### src/rtl/ws2812_pkg.sv
// Shared types and elaboration helpers for the WS2812/SK6812 chain driver.
package ws2812_pkg;

    typedef enum logic [2:0] {IDLE, LOAD, HIGH, LOW, LATCH} ws_state_e;

    // round(ns * clk_hz / 1e9), evaluated at elaboration time.
    function automatic int ns_to_cycles(input longint clk_hz, input longint ns);
        return int'((ns * clk_hz + 64'sd500_000_000) / 64'sd1_000_000_000);
    endfunction

    // (byte * (level + 1)) >> 8, so level 255 leaves the byte unchanged.
    function automatic logic [7:0] scale_byte(input logic [7:0] b, input logic [7:0] level);
        logic [15:0] p;
        p = 16'(b) * (16'(level) + 16'd1);
        return p[15:8];
    endfunction

endpackage

### src/rtl/ws2812_chain_if.sv
// Pixel stream handshake between a frame source and the chain driver.
interface ws2812_chain_if #(
    parameter int W = 24
);
    logic [W-1:0] px_data;
    logic         px_valid;
    logic         px_ready;

    modport master (output px_data, output px_valid, input px_ready);
    modport slave  (input px_data, input px_valid, output px_ready);
endinterface

### src/rtl/ws2812_bit_tx.sv
// Single NRZ bit generator: a start pulse launches one BIT_CYC-long bit whose
// high phase is T0H_CYC or T1H_CYC; done_o flags the last cycle of the bit.
module ws2812_bit_tx #(
    parameter int T0H_CYC = 40,
    parameter int T1H_CYC = 80,
    parameter int BIT_CYC = 125
) (
    input  logic clk,
    input  logic rst,
    input  logic start_i,
    input  logic bit_i,
    output logic out_o,
    output logic high_done_o,
    output logic done_o
);
    localparam int CW = $clog2(BIT_CYC + 1);

    logic          active_q;
    logic          one_q;
    logic          out_q;
    logic [CW-1:0] cnt_q;
    logic [CW-1:0] cnt_inc;
    logic [CW-1:0] high_len;

    assign high_len    = one_q ? CW'(T1H_CYC) : CW'(T0H_CYC);
    assign cnt_inc     = cnt_q + 1'b1;
    assign done_o      = active_q && (cnt_q == CW'(BIT_CYC - 1));
    assign high_done_o = active_q && (cnt_inc == high_len);
    assign out_o       = out_q;

    // NOTE: sequential state uses <= so every register samples pre-edge values.
    always_ff @(posedge clk or negedge rst) begin
        if (!rst) begin
            active_q <= 1'b0;
            one_q    <= 1'b0;
            out_q    <= 1'b0;
            cnt_q    <= '0;
        end else if (start_i) begin
            // A start in the final cycle of a bit chains the next one with no gap.
            active_q <= 1'b1;
            one_q    <= bit_i;
            out_q    <= 1'b1;
            cnt_q    <= '0;
        end else if (done_o) begin
            active_q <= 1'b0;
            out_q    <= 1'b0;
            cnt_q    <= '0;
        end else if (active_q) begin
            cnt_q <= cnt_inc;
            out_q <= (cnt_inc < high_len);
        end
    end

endmodule

### src/rtl/ws2812_chain.sv
// WS2812/SK6812 chain driver: one-pixel skid buffer, chain FSM and latch timer.
// Define WS2812_BRIGHTNESS_EN to add the brightness port and per-byte scaling.
module ws2812_chain
    import ws2812_pkg::*;
#(
    parameter int CLK_HZ   = 100_000_000,
    parameter int NUM_LEDS = 8,
    parameter int CHANNELS = 3,
    parameter int T0H_NS   = 400,
    parameter int T1H_NS   = 800,
    parameter int BIT_NS   = 1250,
    parameter int RESET_US = 80
) (
    input  logic          clk,
    input  logic          rst,
    ws2812_chain_if.slave px,
`ifdef WS2812_BRIGHTNESS_EN
    input  logic [7:0]    brightness,
`endif
    output logic          busy,
    output logic          frame_done,
    output logic          underrun,
    output logic          out
);
    localparam int PX_W    = 8 * CHANNELS;
    localparam int T0H_CYC = ns_to_cycles(CLK_HZ, T0H_NS);
    localparam int T1H_CYC = ns_to_cycles(CLK_HZ, T1H_NS);
    localparam int BIT_CYC = ns_to_cycles(CLK_HZ, BIT_NS);
    localparam int RST_CYC = ns_to_cycles(CLK_HZ, longint'(RESET_US) * 1000);
    localparam int TMR_W   = $clog2(((RST_CYC > BIT_CYC) ? RST_CYC : BIT_CYC) + 1);
    localparam int PXC_W   = $clog2(NUM_LEDS + 1);
    localparam int BC_W    = $clog2(PX_W);

    if (T0H_CYC >= T1H_CYC || T1H_CYC >= BIT_CYC) begin : g_bad_timing
        $error("ws2812_chain: bit timing must satisfy T0H_CYC < T1H_CYC < BIT_CYC");
    end

    ws_state_e        state_q, state_d;
    logic [PX_W-1:0]  buf_q, buf_d, shreg_q, shreg_d, px_in;
    logic             buf_full_q, buf_full_d;
    logic [BC_W-1:0]  bit_cnt_q, bit_cnt_d;
    logic [PXC_W-1:0] px_cnt_q, px_cnt_d;
    logic [TMR_W-1:0] lat_q, lat_d;
    logic             frame_done_q, frame_done_d;
    logic             underrun_q, underrun_d;
    logic             wr, load_px, tx_start, tx_bit;
    logic             tx_out, tx_high_done, tx_done;

`ifdef WS2812_BRIGHTNESS_EN
    always_comb begin
        px_in = '0;
        for (int i = 0; i < CHANNELS; i++) begin
            px_in[8*i +: 8] = scale_byte(px.px_data[8*i +: 8], brightness);
        end
    end
`else
    assign px_in = px.px_data;
`endif

    assign px.px_ready = rst && !buf_full_q;
    assign wr          = px.px_valid && px.px_ready;
    assign busy        = (state_q != IDLE);
    assign frame_done  = frame_done_q;
    assign underrun    = underrun_q;
    assign out         = tx_out;

    // NOTE: every variable gets a default first so no path infers a latch.
    always_comb begin
        state_d      = state_q;
        buf_d        = buf_q;
        buf_full_d   = buf_full_q;
        shreg_d      = shreg_q;
        bit_cnt_d    = bit_cnt_q;
        px_cnt_d     = px_cnt_q;
        lat_d        = lat_q;
        frame_done_d = 1'b0;
        underrun_d   = 1'b0;
        load_px      = 1'b0;
        tx_start     = 1'b0;
        tx_bit       = 1'b0;

        if (wr) begin
            buf_d      = px_in;
            buf_full_d = 1'b1;
        end

        case (state_q)
            IDLE:  if (buf_full_q || wr) state_d = LOAD;
            LOAD: begin
                load_px = 1'b1;
                state_d = HIGH;
            end
            HIGH:  if (tx_high_done) state_d = LOW;
            LOW: begin
                if (tx_done) begin
                    if (bit_cnt_q != '0) begin
                        shreg_d   = shreg_q << 1;
                        bit_cnt_d = bit_cnt_q - 1'b1;
                        tx_start  = 1'b1;
                        tx_bit    = shreg_q[PX_W-2];
                        state_d   = HIGH;
                    end else if (px_cnt_q == PXC_W'(NUM_LEDS - 1)) begin
                        px_cnt_d = '0;
                        lat_d    = '0;
                        state_d  = LATCH;
                    end else if (buf_full_q) begin
                        load_px  = 1'b1;
                        px_cnt_d = px_cnt_q + 1'b1;
                        state_d  = HIGH;
                    end else begin
                        underrun_d = 1'b1;
                        px_cnt_d   = '0;
                        lat_d      = '0;
                        state_d    = LATCH;
                    end
                end
            end
            LATCH: begin
                if (lat_q == TMR_W'(RST_CYC - 1)) begin
                    frame_done_d = 1'b1;
                    lat_d        = '0;
                    state_d      = IDLE;
                end else begin
                    lat_d = lat_q + 1'b1;
                end
            end
            default: state_d = IDLE;
        endcase

        // The buffer is only read while full, so px_ready already blocks a write.
        if (load_px) begin
            shreg_d    = buf_q;
            bit_cnt_d  = BC_W'(PX_W - 1);
            buf_full_d = 1'b0;
            tx_start   = 1'b1;
            tx_bit     = buf_q[PX_W-1];
        end
    end

    always_ff @(posedge clk or negedge rst) begin
        if (!rst) begin
            state_q      <= IDLE;
            buf_q        <= '0;
            buf_full_q   <= 1'b0;
            shreg_q      <= '0;
            bit_cnt_q    <= '0;
            px_cnt_q     <= '0;
            lat_q        <= '0;
            frame_done_q <= 1'b0;
            underrun_q   <= 1'b0;
        end else begin
            state_q      <= state_d;
            buf_q        <= buf_d;
            buf_full_q   <= buf_full_d;
            shreg_q      <= shreg_d;
            bit_cnt_q    <= bit_cnt_d;
            px_cnt_q     <= px_cnt_d;
            lat_q        <= lat_d;
            frame_done_q <= frame_done_d;
            underrun_q   <= underrun_d;
        end
    end

    ws2812_bit_tx #(
        .T0H_CYC(T0H_CYC),
        .T1H_CYC(T1H_CYC),
        .BIT_CYC(BIT_CYC)
    ) u_bit_tx (
        .clk        (clk),
        .rst        (rst),
        .start_i    (tx_start),
        .bit_i      (tx_bit),
        .out_o      (tx_out),
        .high_done_o(tx_high_done),
        .done_o     (tx_done)
    );

endmodule

### src/flat_wrapper.sv
// flat-port wrapper written by rule: the top's interface ports become plain ports
module ws2812_chain_flat import ws2812_pkg::*;
#(
    parameter int CLK_HZ   = 100_000_000,
    parameter int NUM_LEDS = 8,
    parameter int CHANNELS = 3,
    parameter int T0H_NS   = 400,
    parameter int T1H_NS   = 800,
    parameter int BIT_NS   = 1250,
    parameter int RESET_US = 80
)
  (clk, rst, busy, frame_done, underrun, out, px_px_data, px_px_valid, px_px_ready);
  ws2812_chain_if #(.W(24)) px_i ();
  input  logic clk;
  input  logic rst;
  output logic busy;
  output logic frame_done;
  output logic underrun;
  output logic out;
  input wire logic [$bits(px_i.px_data)-1:0] px_px_data;
  input wire logic [$bits(px_i.px_valid)-1:0] px_px_valid;
  output wire logic [$bits(px_i.px_ready)-1:0] px_px_ready;
  assign px_i.px_data = px_px_data;
  assign px_i.px_valid = px_px_valid;
  assign px_px_ready = px_i.px_ready;
  ws2812_chain #(.CLK_HZ(CLK_HZ), .NUM_LEDS(NUM_LEDS), .CHANNELS(CHANNELS), .T0H_NS(T0H_NS), .T1H_NS(T1H_NS), .BIT_NS(BIT_NS), .RESET_US(RESET_US)) u_core (.clk(clk), .rst(rst), .px(px_i), .busy(busy), .frame_done(frame_done), .underrun(underrun), .out(out));
endmodule
### config.mk
export PLATFORM = sky130hd
export DESIGN_NAME = ws2812_chain_flat
export DESIGN_NICKNAME = d
export VERILOG_FILES = /design/src/rtl/ws2812_pkg.sv /design/src/rtl/ws2812_chain_if.sv /design/src/rtl/ws2812_bit_tx.sv /design/src/rtl/ws2812_chain.sv /design/src/flat_wrapper.sv
export SDC_FILE = /design/constraint.sdc
export NUM_CORES = 1
export LEC_CHECK = 0
export BUFFER_PORTS_ARGS = -buffer_cell sky130_fd_sc_hd__buf_2
export CAP_MARGIN = 20
export CORE_MARGIN = 2
export CORE_UTILIZATION = 54
export DETAILED_ROUTE_END_ITERATION = 10
export GPL_ROUTABILITY_DRIVEN = 0
export PLACE_DENSITY_LB_ADDON = 0.12
export SETUP_SLACK_MARGIN = 0.3
export SLEW_MARGIN = 20
export SYNTH_ARGS = -nofsm -noshare
export SYNTH_HDL_FRONTEND = slang
export SYNTH_SLANG_ARGS = --single-unit
### constraint.sdc
create_clock -name clk -period 1.9 [get_ports clk]
set_input_delay 0 -clock clk [delete_from_list [all_inputs] [get_ports clk]]
set_output_delay 0 -clock clk [all_outputs]
set_load 0.01 [all_outputs]
# Word level (Yosys, flattened, before mapping)

Index checks and enable logic that the tools add are counted.
W data, S select, Z words.

Bitwise logic cells: 1
Reductions and logical operators: 20
Equal/unequal tests: 14
Order comparisons: 1
Mux-type cells: 55
$add $sub $neg: 4

Operator list:

| kind                    | count |
|---|---|
| $mux W23                | 4 |
| $mux W13                | 5 |
| $mux W7                 | 4 |
| $mux W1                 | 26 |
| $pmux W13 S2            | 1 |
| $mux W3                 | 7 |
| $mux W5                 | 4 |
| $pmux W3 S5             | 1 |
| $add A13 B1 Y13 const B | 1 |
| $eq A13 B13 Y1 const B  | 1 |
| $reduce_bool A2 Y1      | 6 |
| $mux W4                 | 2 |
| $ne A2 B1 Y1 const B    | 4 |
| $reduce_and A4 Y1       | 2 |
| $add A7 B1 Y7 const B   | 1 |
| $eq A7 B7 Y1            | 1 |
| $eq A7 B7 Y1 const B    | 1 |
| $lt A7 B7 Y1            | 1 |
| $eq A3 B2 Y1 const B    | 2 |
| $reduce_and A3 Y1       | 2 |
| $reduce_bool A3 Y1      | 2 |
| $reduce_bool A5 Y1      | 1 |
| $sub A5 B1 Y5 const B   | 1 |
| $add A4 B1 Y4 const B   | 1 |
| 11 further kinds        | 14 |

Input port bits: 27
Logic and storage cells: 108
Flip-flop bits (word level): 85

# Longest topological paths before layout

Word-level depth: 7
Gate-level depth with buffers: 10
Depth with buffers taken out: 9

# Cells and area by module

A second synthesis with hierarchy kept.

Cells, all modules: 369
Area, all modules: 4369.2 um^2

By module, submodules not included:

| module        | cells each | area each (um^2) | times used |
|---|---|---|---|
| ws2812_chain  | 293        | 3668.5           | 1 |
| ws2812_bit_tx | 76         | 700.7            | 1 |

# Least setup slack after synthesis

No wires, ideal clock.

Kind: register -> register
Start point: reg u_core.bit_cnt_q[0]
End point: reg u_core.shreg_q[14]
Cell stages (with the launch flop): 9
Setup slack: -0.045 ns
Path buffers: 1
Clock period less this slack: 1.945 ns
Setup time: 0.127 ns
Data arrival time: 1.817 ns
Path through: dfrtp_1 -> inv_1 -> ha_1 -> nor4b_4 -> nand4_4 -> o211a_1 -> buf_6 -> a222oi_1 -> inv_1

Longest elaborated chain between the ends: 6
Elaborated cells on any way between the ends: 9
Those cells by class: 4 x mux; 5 x reduce/logical

RTL lines:

| element                             | RTL line            | source |
|---|---|---|
| start, declared                     | ws2812_chain.sv:41  | `logic [BC_W-1:0] bit_cnt_q, bit_cnt_d;` |
| start signal, assigned              | ws2812_chain.sv:156 | `bit_cnt_q <= bit_cnt_d;` |
| $reduce_bool A5 Y1 *                | ws2812_chain.sv:96  | `if (bit_cnt_q != '0) begin` |
| $mux W1                             | ws2812_chain.sv:96  |  |
| $mux W1                             | ws2812_chain.sv:95  | `if (tx_done) begin` |
| $pmux W1 S2                         | ws2812_chain.sv:87  | `case (state_q)` |
| $reduce_bool A2 Y1 (no source line) | n/a                 |  |
| $reduce_and A3 Y1 (no source line)  | n/a                 |  |
| end signal, assigned                | ws2812_chain.sv:155 | `shreg_q <= shreg_d;` |
| end, declared                       | ws2812_chain.sv:39  | `logic [PX_W-1:0] buf_q, buf_d, shreg_q, shreg_d, px_in;` |

Every way passes the cells marked *; elsewhere a longest branch is shown, timed or not.
A chain may end at the register's enable or synchronous reset.

# Final worst setup path

Start point: reg u_core.bit_cnt_q[1]
End point: reg u_core.bit_cnt_q[4]

Longest elaborated chain between the ends: 6
Elaborated cells on any way between the ends: 13
Those cells by class: 1 x add/sub; 7 x mux; 5 x reduce/logical

RTL lines:

| element |
|---|
| parallel branches: the longest is 6 deep, another holds $sub A5 B1 Y5 |

Parallel ways; which one is timed is not known. The select of a mux whose other input is x is not followed.

==> results.py <==
metrics = {
    "floorplan": {
        "die_width_um": 90.02,
        "core_area_mm2": 0.007214,
        "ioPinCount": 32,
        "start_util": 0.5538,
        "rows": 31,
        "die_area_mm2": 0.008103,
        "die_h_um": 90.02,
    },
    "global_route": {
        "grt_pass1_vias": 3467,
        "grt_start_max_net_pins": 76,
        "overflow": 0,
        "antenna_found_initial": 0,
        "grt_pass1_wl_um": 16540,
        "grt_usage": 0.2531,
    },
    "pwr": {
        "seqPwrFrac": 0.560,
        "internal_power_mw": 2.712,
        "power_density_mw_per_mm2": 636.9,
        "p_switching_mw": 0.8779,
        "ir_worst_vdd_v": 0.0005390,
        "power.share.clock": 0.362,
        "p_leak_nw": 2.671,
        "comb_power_share": 0.079,
        "p_total_mw": 3.589,
        "switching_share": 0.2446,
    },
    "sta": {
        "fin_crit_sh": 1.028,
        "fmaxAchievable_mhz": 512.0,
        "setup_viol": 13,
        "hold_viol_final": 0,
        "tightest_slew_ns": 0.9396,
        "fin_crit_ns": 1.953,
        "relSlewSlack": 0.3736,
        "slew_viol_final": 0,
        "rsz0062_at_grt": "true",
        "fin_worst_skew_ns": 0.009458,
        "fin_ws_ns": -0.05317,
    },
    "clock_tree": {
        "clockBufferDepth": 2,
        "path_clk_slew_ns": 0.09,
        "root_buffer": "clkbuf_8",
        "cts.sinks": 85,
        "cts.htree.levels": 3,
        "cts_tree": "built",
        "numCtsBuffers": 9,
        "clk_latency_ns": 0.36,
    },
    "critical_path": {
        "end_kind": "flop",
        "setup.worst_path.start_class": "flop",
        "cp_cell_sequence": "inv_2 > buf_4 > buf_4 > buf_4 > buf_4 > buf_4 > buf_4 > buf_4 > ha_4 > nor4b_4 > xnor2_1 > nand2_1",
        "critPathBufInv": 8,
        "critical-path-top-delay-family": "buffers and inverters",
        "worst_ep_arrival_time_ns": 2.20,
        "cp_slowest_cell": "dfrtp_1",
        "worstPathRequired_ns": 2.15,
        "crit_top_cell": "buf_4",
        "path_max_fanout": 3,
        "critical_path_class": "flop to flop",
        "critPathMaxStageDelay_ns": 0.37,
    },
    "placed_design": {
        "placed_cells": 522,
        "dp_hpwl_um": 5839,
        "placement.io_buffers": 31,
    },
    "yosys": {
        "synth_fa_ha_area_frac": 0.03445,
        "synth_mux_area_frac": 0.07047,
        "ys_seq_area_frac": 0.5324,
        "synth_top_area_frac": 0.5324,
        "synth.avg_cell_area_um2": 10.95,
        "yosys.cell_count.top_type": "dfrtp_1",
        "yosys_warnings": 0,
        "synthXorXnorAreaFrac": 0.01973,
        "synth_fp_nets": 403,
        "synth_cell_types": 52,
        "synthArstFlopShare": 1.000,
        "ys_top_cells_by_count": "85 x dfrtp_1, 36 x nand2_1, 28 x inv_1, 25 x mux2_2",
        "yosys_register_bits": 85,
        "synth_top_family_by_area": "simple AND/OR/NAND/NOR gates",
        "syn_area_mm2": 0.003995,
        "ys_top_cells_by_area": "dfrtp_1 53%, mux2_2 7.0%, a222oi_1 5.3%, ha_1 3.4%, nand2_1 3.4%",
        "synth-compound-area-share": 0.1406,
        "synth_edf_count": 0,
        "synth_top_area_cell": "dfrtp_1",
        "synth-simple-area-share": 0.1560,
        "ys.flop_type": "dfrtp_1",
        "synthCells": 365,
    },
    "route": {
        "num_vias": 3416,
        "vias_per_cell": 5.712,
        "drc": 0,
        "totalWireLength_um": 10300,
        "final_antenna_net_count": 0,
        "wire_per_inst_um": 17.22,
        "drt_iter0_drc": 295,
        "first_pass_iters": 7,
    },
    "finish": {
        "final_cell_count_no_fill": 598,
        "drive_above_1_share": 0.3908,
        "antenna_cells": 0,
        "layout.nets": 533,
        "final_util": 0.7811,
        "synthToLayoutAreaGrowth_pct": 41.06,
    },
    "job": {
        "max-cap-violations": 0,
    },
    "worst_hold_path": {
        "hp-class": "primary input to async pin",
    },
    "run_status": {
        "status": "complete, but fails checks",
        "failed_checks": "negative setup slack",
    },
}
power groups by stage:
stage | logic, mW | clock network, mW | registers [mW]
after CTS | 0.277 | 1.30 | 2.01
after global placement | 0.217 | 0 | 2.03
after global routing | 0.313 | 1.40 | 2.02
after detailed placement | 0.229 | 0 | 2.04
final | 0.283 | 1.30 | 2.01
after floorplan | 0.131 | 0 | 2.02
area by class of cell:
cell class / count / area [µm²]
Clock buffer: 9 / 123.9
Sequential cell: 85 / 2131
Inverter: 28 / 105.1
Timing Repair Buffer: 132 / 1081
Multi-Input combinational cell: 239 / 1998
Fill cell: 444 / 1579
Tap cell: 99 / 123.9
Clock inverter: 6 / 72.57
cells by family (layout without fill, tap and decap cells):
family | Yosys count | in the layout
AOI/OAI and AO/OA | 77 | 78
xor gates and xnor gates | 9 | 9
adders and majority gates | 11 | 11
buffers and inverters | 42 | 175
DFF | 85 | 85
muxes | 25 | 25
and+or+nand+nor | 116 | 116
routing by layer:
layer,track usage,vias up,share of wire
li1,-,1593,-
met1,0.3367,1706,0.43
met2,0.4229,101,0.51
met3,0.04191,16,0.043
met4,0.08974,0,0.016
met5,0,-,0
sequential cells by signal, summed over array words and instances, names as in the netlist, 3 cells and up:
register and count:
u_core.shreg_q 23, u_core.px_cnt_q 4, u_core.buf_q 24, u_core.state_q 3, u_core.bit_cnt_q 5, u_core.lat_q 13, u_core.u_bit_tx.cnt_q 7
worst paths after layout:
check                                                start                                    to  slack (ns)  cells past startpoint
min in group clk                            px_px_data[18]          u_core.buf_q[18]$_DFFE_PN0P_        0.40                      3
max                        u_core.bit_cnt_q[1]$_DFFE_PN0P_       u_core.bit_cnt_q[4]$_DFFE_PN0P_       -0.05                     12
min reg2reg                  u_core.shreg_q[3]$_DFFE_PN0P_         u_core.shreg_q[3]$_DFFE_PN0P_        0.49                      2
max reg2reg                u_core.bit_cnt_q[1]$_DFFE_PN0P_       u_core.bit_cnt_q[4]$_DFFE_PN0P_       -0.05                     12
min                                                    rst           u_core.lat_q[4]$_DFFE_PN0P_       0.006                      2
max in group asynchronous                              rst  u_core.u_bit_tx.cnt_q[2]$_DFFE_PN0P_        0.68                      3
through the flow:
stage | setup WS (ns) | TNS [ns] | hold WS [ns] | cell area (µm²)
finish | -0.05317 | -0.3063 | 0.006161 | 5635
global placement | -0.03315 | -0.04503 | -0.1490 | 4617
global route | -0.1573 | -3.206 | 0.02567 | 5635
CTS | -0.03771 | -0.1245 | 0.01772 | 5353
floorplan | 0.006206 | 0 | -0.2956 | 4053
detailed placement | -0.1136 | -0.8021 | -0.1479 | 4617
timing repair:
action,4_1_cts,5_1_grt
pin swaps,22,38
hold buffers,26,0
gates resized for setup,38,41
setup endpoints to repair,56,60
buffers inserted,18,16
gates cloned,1,0
endpoints found under the hold margin,35,0
layout by cell type (no fill, tap or decap), types with 14 or more instances in the layout:
cell type,Yosys,final
buf_4,1,62
o21ai_1,1,14
nand2_1,36,32
buf_2,6,30
inv_1,28,24
mux2_2,25,25
dlygate4sd3_1,0,26
dfrtp_1,85,82
nor2_1,22,20
a222oi_1,21,21
No activity file was read; power rests on OpenSTA's default activity.
